[config.mk]
export PLATFORM = sky130hd
export DESIGN_NAME = rot_cmd_loader
export DESIGN_NICKNAME = d
export VERILOG_FILES = /design/src/rtl/rot_cmd_loader.sv
export SDC_FILE = /design/constraint.sdc
export NUM_CORES = 1
export LEC_CHECK = 0
export BUFFER_PORTS_ARGS = -buffer_cell sky130_fd_sc_hd__buf_4
export CAP_MARGIN = 30
export CELL_PAD_IN_SITES_DETAIL_PLACEMENT = 0
export CELL_PAD_IN_SITES_GLOBAL_PLACEMENT = 1
export CORE_AREA = 5 5 97 99
export CTS_CLUSTER_DIAMETER = 60
export DETAILED_ROUTE_END_ITERATION = 10
export DIE_AREA = 0 0 102 104
export PLACE_DENSITY_LB_ADDON = 0.1
export RECOVER_POWER = 25
export SETUP_SLACK_MARGIN = 0.15
export SLEW_MARGIN = 20
export SYNTH_ARGS = -nofsm -noshare
export SYNTH_HDL_FRONTEND = slang
export SYNTH_SLANG_ARGS = --single-unit
[constraint.sdc]
create_clock -name clk -period 2.15 [get_ports clk]
set_input_delay 0.215 -clock clk [delete_from_list [all_inputs] [get_ports clk]]
set_output_delay 0.215 -clock clk [all_outputs]
set_load 0.01 [all_outputs]
[src/rtl/rot_cmd_loader.sv]
// rot_cmd_loader: debounces the load/clear buttons and walks a capture FSM that stages a/amt/lr for the rotator.
// Define ROT_CMD_AUTO_STEP_EN to build a periodic amt auto-step while in RUN.
module rot_cmd_loader #(
  parameter int unsigned DB_TICKS   = 1_000_000,
  parameter int unsigned STEP_TICKS = 50_000_000
) (
  input  logic        clk,
  input  logic        rst_n,
  input  logic [7:0]  sw,
  input  logic        btn_ld,
  input  logic        btn_clr,
  output logic [15:0] a,
  output logic [3:0]  amt,
  output logic        lr,
  output logic        valid,
  output logic [1:0]  phase
);

  localparam int unsigned     DB_W   = $clog2(DB_TICKS);
  localparam logic [DB_W-1:0] DB_MAX = DB_W'(DB_TICKS - 1);

  if (DB_TICKS < 2 || STEP_TICKS < 2) begin : g_param_check
    $error("rot_cmd_loader: DB_TICKS and STEP_TICKS must both be >= 2");
  end

  typedef enum logic [1:0] {
    LOAD_LO  = 2'd0,
    LOAD_HI  = 2'd1,
    LOAD_CFG = 2'd2,
    RUN      = 2'd3
  } state_t;

  // Bit 0 is the load button, bit 1 the clear button.
  logic [1:0]           btn_raw;
  logic [1:0]           sync1_q, sync2_q;
  logic [1:0]           db_q, db_d;
  logic [1:0]           db_dly_q;
  logic [1:0]           pulse_q;
  logic [1:0][DB_W-1:0] cnt_q, cnt_d;
  logic                 ld_p, clr_p;

  state_t      state_q, state_d;
  logic [15:0] a_q, a_d;
  logic [3:0]  amt_q, amt_d;
  logic        lr_q, lr_d;

  assign btn_raw = {btn_clr, btn_ld};
  assign ld_p    = pulse_q[0];
  assign clr_p   = pulse_q[1];

`ifdef ROT_CMD_AUTO_STEP_EN
  localparam int unsigned       STEP_W   = $clog2(STEP_TICKS);
  localparam logic [STEP_W-1:0] STEP_MAX = STEP_W'(STEP_TICKS - 1);

  logic [STEP_W-1:0] step_q, step_d;
  logic              step_exp;

  assign step_exp = (state_q == RUN) && (step_q == STEP_MAX);
`endif

  always_comb begin
    db_d  = db_q;
    cnt_d = '0;
    for (int unsigned i = 0; i < 2; i++) begin
      if (sync2_q[i] != db_q[i]) begin
        if (cnt_q[i] == DB_MAX) begin
          db_d[i] = sync2_q[i];
        end else begin
          cnt_d[i] = cnt_q[i] + 1'b1;
        end
      end
    end
  end

  always_comb begin
    state_d = state_q;
    a_d     = a_q;
    amt_d   = amt_q;
    lr_d    = lr_q;
`ifdef ROT_CMD_AUTO_STEP_EN
    // Zero outside RUN, so entry into RUN always starts a fresh period.
    step_d = '0;
    if (state_q == RUN && !clr_p && !ld_p && !step_exp) begin
      step_d = step_q + 1'b1;
    end
`endif
    if (clr_p) begin
      state_d = LOAD_LO;
      a_d     = '0;
      amt_d   = '0;
      lr_d    = 1'b0;
    end else if (ld_p) begin
      case (state_q)
        LOAD_LO: begin
          a_d[7:0] = sw;
          state_d  = LOAD_HI;
        end
        LOAD_HI: begin
          a_d[15:8] = sw;
          state_d   = LOAD_CFG;
        end
        LOAD_CFG: begin
          amt_d   = sw[3:0];
          lr_d    = sw[4];
          state_d = RUN;
        end
        RUN: begin
          amt_d = amt_q + 1'b1;
        end
      endcase
    end
`ifdef ROT_CMD_AUTO_STEP_EN
    else if (step_exp) begin
      amt_d = amt_q + 1'b1;
    end
`endif
  end

  always_ff @(posedge clk or negedge rst_n) begin
    if (!rst_n) begin
      sync1_q  <= '0;
      sync2_q  <= '0;
      db_q     <= '0;
      db_dly_q <= '0;
      pulse_q  <= '0;
      cnt_q    <= '0;
      state_q  <= LOAD_LO;
      a_q      <= '0;
      amt_q    <= '0;
      lr_q     <= 1'b0;
`ifdef ROT_CMD_AUTO_STEP_EN
      step_q   <= '0;
`endif
    end else begin
      sync1_q  <= btn_raw;
      sync2_q  <= sync1_q;
      db_q     <= db_d;
      db_dly_q <= db_q;
      // Registered edge detect puts the pulse one cycle after the level change.
      pulse_q  <= db_q & ~db_dly_q;
      cnt_q    <= cnt_d;
      state_q  <= state_d;
      a_q      <= a_d;
      amt_q    <= amt_d;
      lr_q     <= lr_d;
`ifdef ROT_CMD_AUTO_STEP_EN
      step_q   <= step_d;
`endif
    end
  end

  assign a     = a_q;
  assign amt   = amt_q;
  assign lr    = lr_q;
  assign phase = state_q;
  assign valid = (state_q == RUN);

endmodule

# After elaboration in Yosys (flattened, before gate mapping)
# Cells that the tools add are included.
[totals]
elab_cells = 56
out_inout_bits = 24
ff_bits = 73
[op_classes]
bitwise = 2
add_sub_neg = 3
n_mux = 17
n_reduce_logical = 14
n_eq_ne = 7
[ops]
columns = ["cell", "count"]
rows = [
  ["2-to-1 mux 20 bit", 4],
  ["adder 20 x 1 -> 20 bit (second input constant)", 2],
  ["== test 20 bit (second input constant)", 2],
  ["2-to-1 mux 16 bit", 2],
  ["2-to-1 mux 8 bit", 2],
  ["AND reduction 2 bit", 7],
  ["2-to-1 mux 4 bit", 2],
  ["one-hot mux 4 bit (2 select lines)", 1],
  ["nonzero test 2 bit", 4],
  ["one-hot mux 2 bit (3 select lines)", 1],
  ["adder 4 x 1 -> 4 bit (second input constant)", 1],
  ["== test 2 bit (second input constant)", 2],
  ["2-to-1 mux 2 bit", 2],
  ["nonzero test 4 bit", 1],
  ["2-to-1 mux 1 bit", 3],
  ["nonzero test 3 bit", 1],
  ["AND 2 bit", 1],
  ["== test 2 x 1 -> 1 bit (second input constant)", 1],
  ["logical NOT 2 bit", 1],
  ["inequality test 1 bit", 2],
  ["NOT 2 bit", 1],
]

# Depth between registers and ports, before layout
# Gate-level depths: netlist of the first run.
[depth]
ltp_word = 4
ltp_mapped = 6
depth_no_buf = 6

# Least setup slack after synthesis of the first run
# Ideal clock, no wire load.
[synth_path]
kind = "reg2reg"
startpoint = "register cnt_q[28] in the netlist's numbering"
endpoint = "register db_q[1]"
slack_ns = 0.073
arrival_ns = 1.952
path_buffers = 0
setup_ns = 0.125
path_stages_with_launch = 5
cell_sequence = "dfrtp_1 or4b_1 or4_4 nor2_1 mux2_2"
[synth_via]
elab_chain_len = 2
[synth_rtl]
columns = ["item", "line", "text"]
rows = [
  ["start, declared", "39", "logic [1:0][DB_W-1:0] cnt_q, cnt_d;"],
  ["start signal, assigned", "141", "cnt_q <= cnt_d;"],
  ["== test 20 bit", "66", "if (cnt_q[i] == DB_MAX) begin"],
  ["AND reduction 2 bit (no line)", "-", ""],
  ["end signal, assigned", "123", "db_q <= '0;"],
  ["end signal, assigned", "137", "db_q <= db_d;"],
  ["end, declared", "36", "logic [1:0] db_q, db_d;"],
]
# No other way between the ends.
# A chain may end at the register's enable or synchronous reset.

# Worst setup path in the final report of the first run
[layout_path]
startpoint = "register cnt_q[6] in the netlist's numbering"
endpoint = "register db_q[0]"
# Same word-level chain as after synthesis.

==> qor.log, run 1 <==
qor: status.outcome complete, but fails checks
qor: status.failing_checks max-capacitance violations, max-slew violations
qor: critical_path.cpPeakStageDelay 0.55 ns
qor: drt.route.vias.total 2599
qor: synthesis.yosysWarningCount 0
qor: critical_path.critical_path_cell_count 4
qor: hold_path.hold_path_startpoint sw[6]
qor: drt.wl_per_cell 13.8 um
qor: floorplan.die_width 102 um
qor: synthesis.post_synth_and_or_nand_nor_area_fraction 22.0%
qor: global_routing.grt_antenna_before_repair 0
qor: power.sequentialPowerShare 56.3%
qor: place.finalWeightedCongestion 0.749
qor: drt.route.antenna.remaining_nets 0
qor: global_routing.grt_first_pass_wirelength 12100 um
qor: sta.fin_crit 2.01 ns
qor: power.power.leakage 1.81 nW
qor: critical_path.ff2ff_path_depth 4
qor: synthesis.mappedNetlistNets 364
qor: synthesis.netlist-cell-type-count 43
qor: power.power_frac_clock 39.2%
qor: sta.timing_max_transition_violations_final 26
qor: place.numPlacedInstances 492
qor: clocking.cts_num_sinks 73
qor: sta.max_slew_margin -0.892%
qor: final_layout.post_route_cells_drive_above_1_share 23.1%
qor: sta.worst_hold_slack 0.139 ns
qor: synthesis.mappedNetlistArea 3370 um2
qor: clocking.insertion_delay 0.33 ns
qor: sta.setup-tns-final 0 ns
qor: synthesis.synth-seq-area-share 54.1%
qor: critical_path.timing_worst_setup_path_type reg -> reg
qor: clocking.clock_tree.buffer_depth 2
qor: hold_path.holdCritPathClass in -> reg
qor: clocking.cts-htree-levels 3
qor: sta.timing_hold_violations_final 0
qor: final_layout.final-instance-count-excl-fill 520
qor: critical_path.critical_path.startpoint cnt_q[6]$_DFF_PN0_
qor: synthesis.syn_inst 345
qor: final_layout.fin_util 49.6%
qor: sta.fmax 498 MHz
qor: clocking.clk_root_buffer_cell clkbuf_8
qor: critical_path.worst_setup_path_start_kind flop
qor: synthesis.post_synth.cell_area_avg 9.78 um2
qor: run.drv_cap 1
qor: power.post-layout-total-power 0.00248 W
qor: synthesis.muxShareOfSynthArea 1.56%
qor: floorplan.initial_core_util 39.9%
qor: clocking.cts.reportedPaths.clkPinSlew 0.07 ns
qor: sta.rsz0062_at_grt true
qor: critical_path.cp_max_fo 5
qor: synthesis.synth_largest_type_area_fraction 54.1%
qor: drt.post-route-drc-count 0
qor: place.portBuffers 35
qor: clocking.tritoncts.num_buffers 9
qor: synthesis.main_combinational_cell_family_by_area_after_synthesis simple AND/OR/NAND/NOR gates
qor: final_layout.finish.net_count 427
qor: critical_path.beginning_of_the_worst_register_to_register_path cnt_q[6]$_DFF_PN0_
qor: critical_path.critical-path-top-delay-family simple AND/OR/NAND/NOR gates
qor: power.switching_share 22.1%
qor: synthesis.post_synth_xor_area_fraction 6.75%
qor: power.power.combinational.fraction 4.5%
qor: critical_path.worstPathRequired 2.37 ns
qor: final_layout.insertedDiodeCount 0
qor: place.dp_hpwl 5000 um
qor: synthesis.synth_area_leader_cell dfrtp_1
qor: synthesis.synth_fa_ha_area_share 2.60%
qor: floorplan.std_cell_rows 34
qor: power.power.density 591 nW/um2
qor: critical_path.crit_arrival 2.22 ns
qor: power.cellInternalPower 0.00193 W
qor: critical_path.crit_buf_inv 0
qor: hold_path.min_path_cells 3
qor: final_layout.area_growth_syn_to_layout 24.4%
qor: drt.avgViaCountPerCell 5.00
qor: floorplan.die_area 10600 um2
qor: global_routing.grt_usage 14.0%
qor: floorplan.core_region_area 8470 um2
qor: sta.setup_violations_final 0
qor: clocking.tritoncts built
qor: synthesis.yosys_register_bits 73
qor: global_routing.grt_start_max_net_pins 49
qor: sta.fin_crit_sh 93.4%
qor: floorplan.floorplan.die.height 104 um
qor: sta.timing_worst_slew_pin_value 1.51 ns
qor: drt.firstDrtPassIters 4
qor: sta.fin_worst_skew 0.00779 ns
qor: power.netSwitchingPower 0.000547 W
qor: global_routing.first_global_vias 2556
qor: synthesis.synth_compound_gate_area_share 9.71%
qor: drt.detail_route.wirelength 7150 um
qor: critical_path.crit_path_end_kind flop
qor: critical_path.critical_path.slowest_cell or4_4
qor: critical_path.critical_path.cell_chain or4b_1, or4_4, nor2_2, mux2_4
qor: power.ir_drop 0.294 mV
qor: synthesis.netlist_top_cells_area dfrtp_1 54%, xnor2_1 4.9%, nand2_1 4.6%
qor: drt.drt_iter0_drc 58
qor: global_routing.grt.overflow.total 0
qor: floorplan.io_pins 36
## synthesized netlist by cell type
cell and number:
a211oi_1 1, a21boi_0 1, a21oi_1 23, a22o_1 1, a31o_2 1, and2_1 1, and3_1 2, and3_2 1
buf_1 1, buf_2 4, buf_6 1, clkbuf_1 5, clkinv_1 1, dfrtp_1 73, ha_1 7, inv_1 14
mux2_2 2, mux2i_1 3, nand2_1 41, nand2b_1 1, nand3_1 25, nand3_2 1, nand4_1 7, nand4b_1 1
nor2_1 39, nor2b_1 2, nor3_1 9, nor4_1 6, o21a_1 1, o21ai_0 18, o21ai_1 1, o21ai_4 1
o22ai_1 1, o311ai_0 1, o31a_1 1, o31ai_1 5, or3_1 2, or3_2 3, or4_1 8, or4_4 1
or4b_1 2, xnor2_1 19, xor2_1 7
## tightest hold or removal path, stage by stage
cell and delay [ns]:
buf_4 0.11, nand3_1 0.05, a21oi_1 0.05
## final cells by class
class / instances / area, um2
Multi-Input combinational cell: 246 / 1490
Fill cell: 815 / 4270
Tap cell: 108 / 135
Inverter: 15 / 56.3
Clock buffer: 12 / 165
Timing Repair Buffer: 63 / 509
Sequential cell: 73 / 1830
Clock inverter: 3 / 15.0
## metrics by stage
step | worst slack, ns | cell area (um2)
detailed placement | 0.0400 | 3860
global placement | 0.0897 | 3860
finish | 0.141 | 4200
global route | 0.0438 | 4200
CTS | 0.146 | 4140
floorplan | 0.142 | 3380
## cell families (layout without fill, tap and decap cells)
logic type | Yosys count | after routing
and+or+nand+nor | 152 | 152
DFF | 73 | 73
AOI/OAI and AO/OA | 56 | 56
xor gates and xnor gates | 26 | 26
buffers and inverters | 26 | 93
adders and majority gates | 7 | 7
muxes | 5 | 5
## repair_timing
action                                  CTS  global route
resized for setup                         5            12
hold endpoints to repair                 27             0
endpoints found under the setup margin   17            22
pin swaps                                 3             6
hold buffers                              3             0
gates cloned                              0             1
buffers inserted                          7             2
## flip-flops by register name (all words and copies together), names as in the netlist
signal,count
cnt_q,40
a,16
amt,4
db_dly_q,2
db_q,2
phase,2
pulse_q,2
sync1_q,2
sync2_q,2
lr,1
## power groups by stage
stage | clock network (W) | registers [W] | logic (W)
finish | 0.000973 | 0.00140 | 0.000112
floorplan | 0 | 0.00142 | 0.0000337
global route | 0.00107 | 0.00140 | 0.000129
detailed placement | 0 | 0.00142 | 0.0000986
global placement | 0 | 0.00142 | 0.0000989
CTS | 0.00101 | 0.00139 | 0.000110
## layer usage
layer	up-vias	track usage (%)	part of all wire, %
met5	-	0	0
met4	0	5.34	1.6
met3	10	2.62	4.8
met2	44	22.5	46
met1	1227	18.5	47
li1	1318	-	-
## path summary, 6_finish.rpt
check / end / slack [ns]
worst max-delay path: db_q[0]$_DFFE_PN0P_ / 0.14
worst min-delay path: a[6]$_DFFE_PN0P_ / 0.14
worst max register to register: db_q[0]$_DFFE_PN0P_ / 0.14
worst min register to register: sync2_q[1]$_DFF_PN0_ / 0.35
max in group asynchronous: cnt_q[22]$_DFF_PN0_ / 0.43
min in group asynchronous: amt[2]$_DFFE_PN0P_ / 0.78
## layout by cell type, fill, tap and decap left out, types with 7 or more instances in the layout
cell type | synthesis | final
a21oi_1 | 23 | 23
buf_4 | 0 | 53
clkbuf_8 | 0 | 12
dfrtp_1 | 73 | 73
inv_1 | 14 | 14
nand2_1 | 41 | 41
nand3_1 | 25 | 25
nand4_1 | 7 | 7
nor2_1 | 39 | 34
nor3_1 | 9 | 9
o21ai_0 | 18 | 18
xnor2_1 | 19 | 19
xor2_1 | 7 | 7
Power figures use the tool's default switching activity.
==> inputs of run 2 (changes only) <==
--- a/config.mk
+++ b/config.mk
@@ -14,7 +14,7 @@
 export DETAILED_ROUTE_END_ITERATION = 10
 export DIE_AREA = 0 0 102 104
 export PLACE_DENSITY_LB_ADDON = 0.1
-export RECOVER_POWER = 25
+export RECOVER_POWER = 50
 export SETUP_SLACK_MARGIN = 0.15
 export SLEW_MARGIN = 20
 export SYNTH_ARGS = -nofsm -noshare
==> qor.log, run 2 (synthesis results as in run 1) <==
qor: sta.fmax 498 MHz [unchanged]
qor: status.outcome complete, but fails checks
qor: clocking.cts-htree-levels 3 [unchanged]
qor: sta.setup-tns-final 0 ns [unchanged]
qor: place.finalWeightedCongestion 0.749 [unchanged]
qor: final_layout.design_area 4180 um2 [-0.36%]
qor: sta.setup_violations_final 0 [unchanged]
qor: sta.timing_hold_violations_final 0 [unchanged]
qor: drt.drt_iter0_drc 61 [+5.2%]
qor: clocking.cts_num_sinks 73 [unchanged]
qor: power.power.density 593 nW/um2 [+0.36%]
qor: critical_path.crit_path_end_kind flop
qor: power.power.leakage 1.80 nW [-0.66%]
qor: global_routing.first_global_vias 2556 [unchanged]
qor: drt.avgViaCountPerCell 4.99 [-0.15%]
qor: sta.rsz0062_at_grt true
qor: critical_path.timing_worst_setup_path_type reg -> reg
qor: drt.route.antenna.remaining_nets 0 [unchanged]
qor: drt.wl_per_cell 13.8 um [+0.17%]
qor: drt.route.vias.total 2595 [-0.15%]
qor: floorplan.die_width 102 um [unchanged]
qor: final_layout.post_route_cells_drive_above_1_share 22.1% [-0.97 points]
qor: final_layout.finish.net_count 427 [unchanged]
qor: floorplan.core_region_area 8470 um2 [unchanged]
qor: global_routing.grt_start_max_net_pins 49 [unchanged]
qor: drt.firstDrtPassIters 4 [unchanged]
qor: floorplan.std_cell_rows 34 [unchanged]
qor: sta.timing_worst_slew_pin_value 1.51 ns [unchanged]
qor: global_routing.grt_usage 14.0% [unchanged]
qor: global_routing.grt_first_pass_wirelength 12100 um [unchanged]
qor: critical_path.worst_setup_path_start_kind flop
qor: critical_path.critical_path.slowest_cell or4_4
qor: final_layout.top_register cnt_q
qor: hold_path.holdCritPathClass in -> reg
qor: critical_path.critical_path.cell_chain or4b_1, or4_4, nor2_2, mux2_4
qor: status.failing_checks max-capacitance violations, max-slew violations
qor: run.drv_cap 1 [unchanged]
qor: place.portBuffers 35 [unchanged]
qor: floorplan.initial_core_util 39.9% [unchanged]
qor: final_layout.mostFrequentLayoutCells 73 x dfrtp_1, 49 x buf_4, 41 x nand2_1, 34 x nor2_1, 25 x nand3_1
qor: global_routing.grt_antenna_before_repair 0 [unchanged]
qor: global_routing.grt.overflow.total 0 [unchanged]
qor: final_layout.area_growth_syn_to_layout 24.0%
qor: clocking.clock_tree.buffer_depth 2 [unchanged]
qor: sta.timing_max_transition_violations_final 26 [unchanged]
qor: place.dp_hpwl 5000 um [unchanged]
qor: sta.max_slew_margin -0.892% [unchanged]
qor: final_layout.insertedDiodeCount 0 [unchanged]
qor: power.ir_drop 0.294 mV [about the same]
qor: critical_path.cpPeakStageDelay 0.55 ns [about the same]
qor: sta.fin_crit_sh 93.4% [about the same]
qor: critical_path.cp_max_fo 5 [unchanged]
qor: floorplan.io_pins 36 [unchanged]
qor: clocking.cts.reportedPaths.clkPinSlew 0.07 ns [about the same]
qor: final_layout.layout.filler_cells 823 [+0.98%]
qor: sta.fin_worst_skew 0.00779 ns [+0.0000000300 ns]
qor: clocking.tritoncts built
qor: critical_path.worstPathRequired 2.37 ns [about the same]
qor: drt.detail_route.wirelength 7160 um [+0.17%]
qor: clocking.clk_root_buffer_cell clkbuf_8
qor: floorplan.die_area 10600 um2 [unchanged]
qor: critical_path.crit_arrival 2.22 ns [about the same]
qor: final_layout.layout.cells.most_common dfrtp_1
qor: floorplan.floorplan.die.height 104 um [unchanged]
qor: sta.fin_crit 2.01 ns [-0.00000100 ns]
qor: final_layout.largest_register_ff_count 40 [unchanged]
qor: clocking.tritoncts.num_buffers 9 [unchanged]
qor: drt.post-route-drc-count 0 [unchanged]
qor: clocking.insertion_delay 0.33 ns [about the same]
qor: place.placedInstanceArea 3860 um2 [unchanged]
-- run 2: final timing paths --
| kind | from | endpoint | slack [ns] | cells after the start |
|---|---|---|---|---|
| worst max-delay path | cnt_q[6]$_DFF_PN0_ | db_q[0]$_DFFE_PN0P_ | 0.14 | 4 |
| worst min-delay path | sw[6] | a[6]$_DFFE_PN0P_ | 0.14 | 3 |
| worst max register to register | cnt_q[6]$_DFF_PN0_ | db_q[0]$_DFFE_PN0P_ | 0.14 | 4 |
| worst min register to register | sync1_q[1]$_DFF_PN0_ | sync2_q[1]$_DFF_PN0_ | 0.35 | 0 |
| max in group asynchronous | rst_n | cnt_q[22]$_DFF_PN0_ | 0.43 | 3 |
| min in group asynchronous | rst_n | amt[2]$_DFFE_PN0P_ | 0.78 | 2 |
-- run 2: per-layer routing --
layer | GRT usage [%] | vias to the layer above | wire length [um]
met1 | 18.5 | 1223 | 3400
li1 | - | 1318 | -
met3 | 2.62 | 10 | 327
met5 | 0 | - | 0
met4 | 5.34 | 0 | 114
met2 | 22.5 | 44 | 3320
-- run 2: repair_timing --
action                     CTS  global route
hold endpoints to repair    27             0
hold buffers                 3             0
resized for setup            5            12
pin swaps                    3             6
setup endpoints to repair   17            22
gates cloned                 0             1
setup buffers                7             2
-- run 2: layout make-up --
type / count / area [um2] / area share [%]
well taps: 108 / 135 / 3.23
repair buffers: 63 / 494 / 11.8
clock inverters: 3 / 15.0 / 0.359
multi-input cells: 246 / 1490 / 35.6
flip-flops and latches: 73 / 1830 / 43.7
clock buffers: 12 / 165 / 3.95
inverters: 15 / 56.3 / 1.35
-- run 2: per-stage QoR --
stage	hold slack [ns]	utilization [%]	cells	setup slack [ns]	total power, W
2_1_floorplan	-0.0806	-	345	0.142	0.00146
3_3_place_gp	0.150	45.6	492	0.0897	0.00152
3_5_place_dp	0.157	45.6	492	0.0400	0.00152
4_1_cts	0.126	48.9	517	0.146	0.00252
5_1_grt	0.144	49.4	520	0.0438	0.00260
6_report	0.140	49.4	520	0.141	0.00248
-- run 2: worst max-delay path, delay by kind of cell, from the launching register on --
kind | cells | cell delay [ns]
AND/OR/NAND/NOR | 3 | 1.16
multiplexers | 1 | 0.30
flip-flops | 1 | 0.42
-- run 2: where the power goes --
part	total (W)	switching [W]	internal, W	leakage [nW]
registers	0.00140	0.0000102	0.00139	0.901
clock network	0.000973	0.000472	0.000501	0.0980
logic	0.000113	0.0000656	0.0000469	0.798
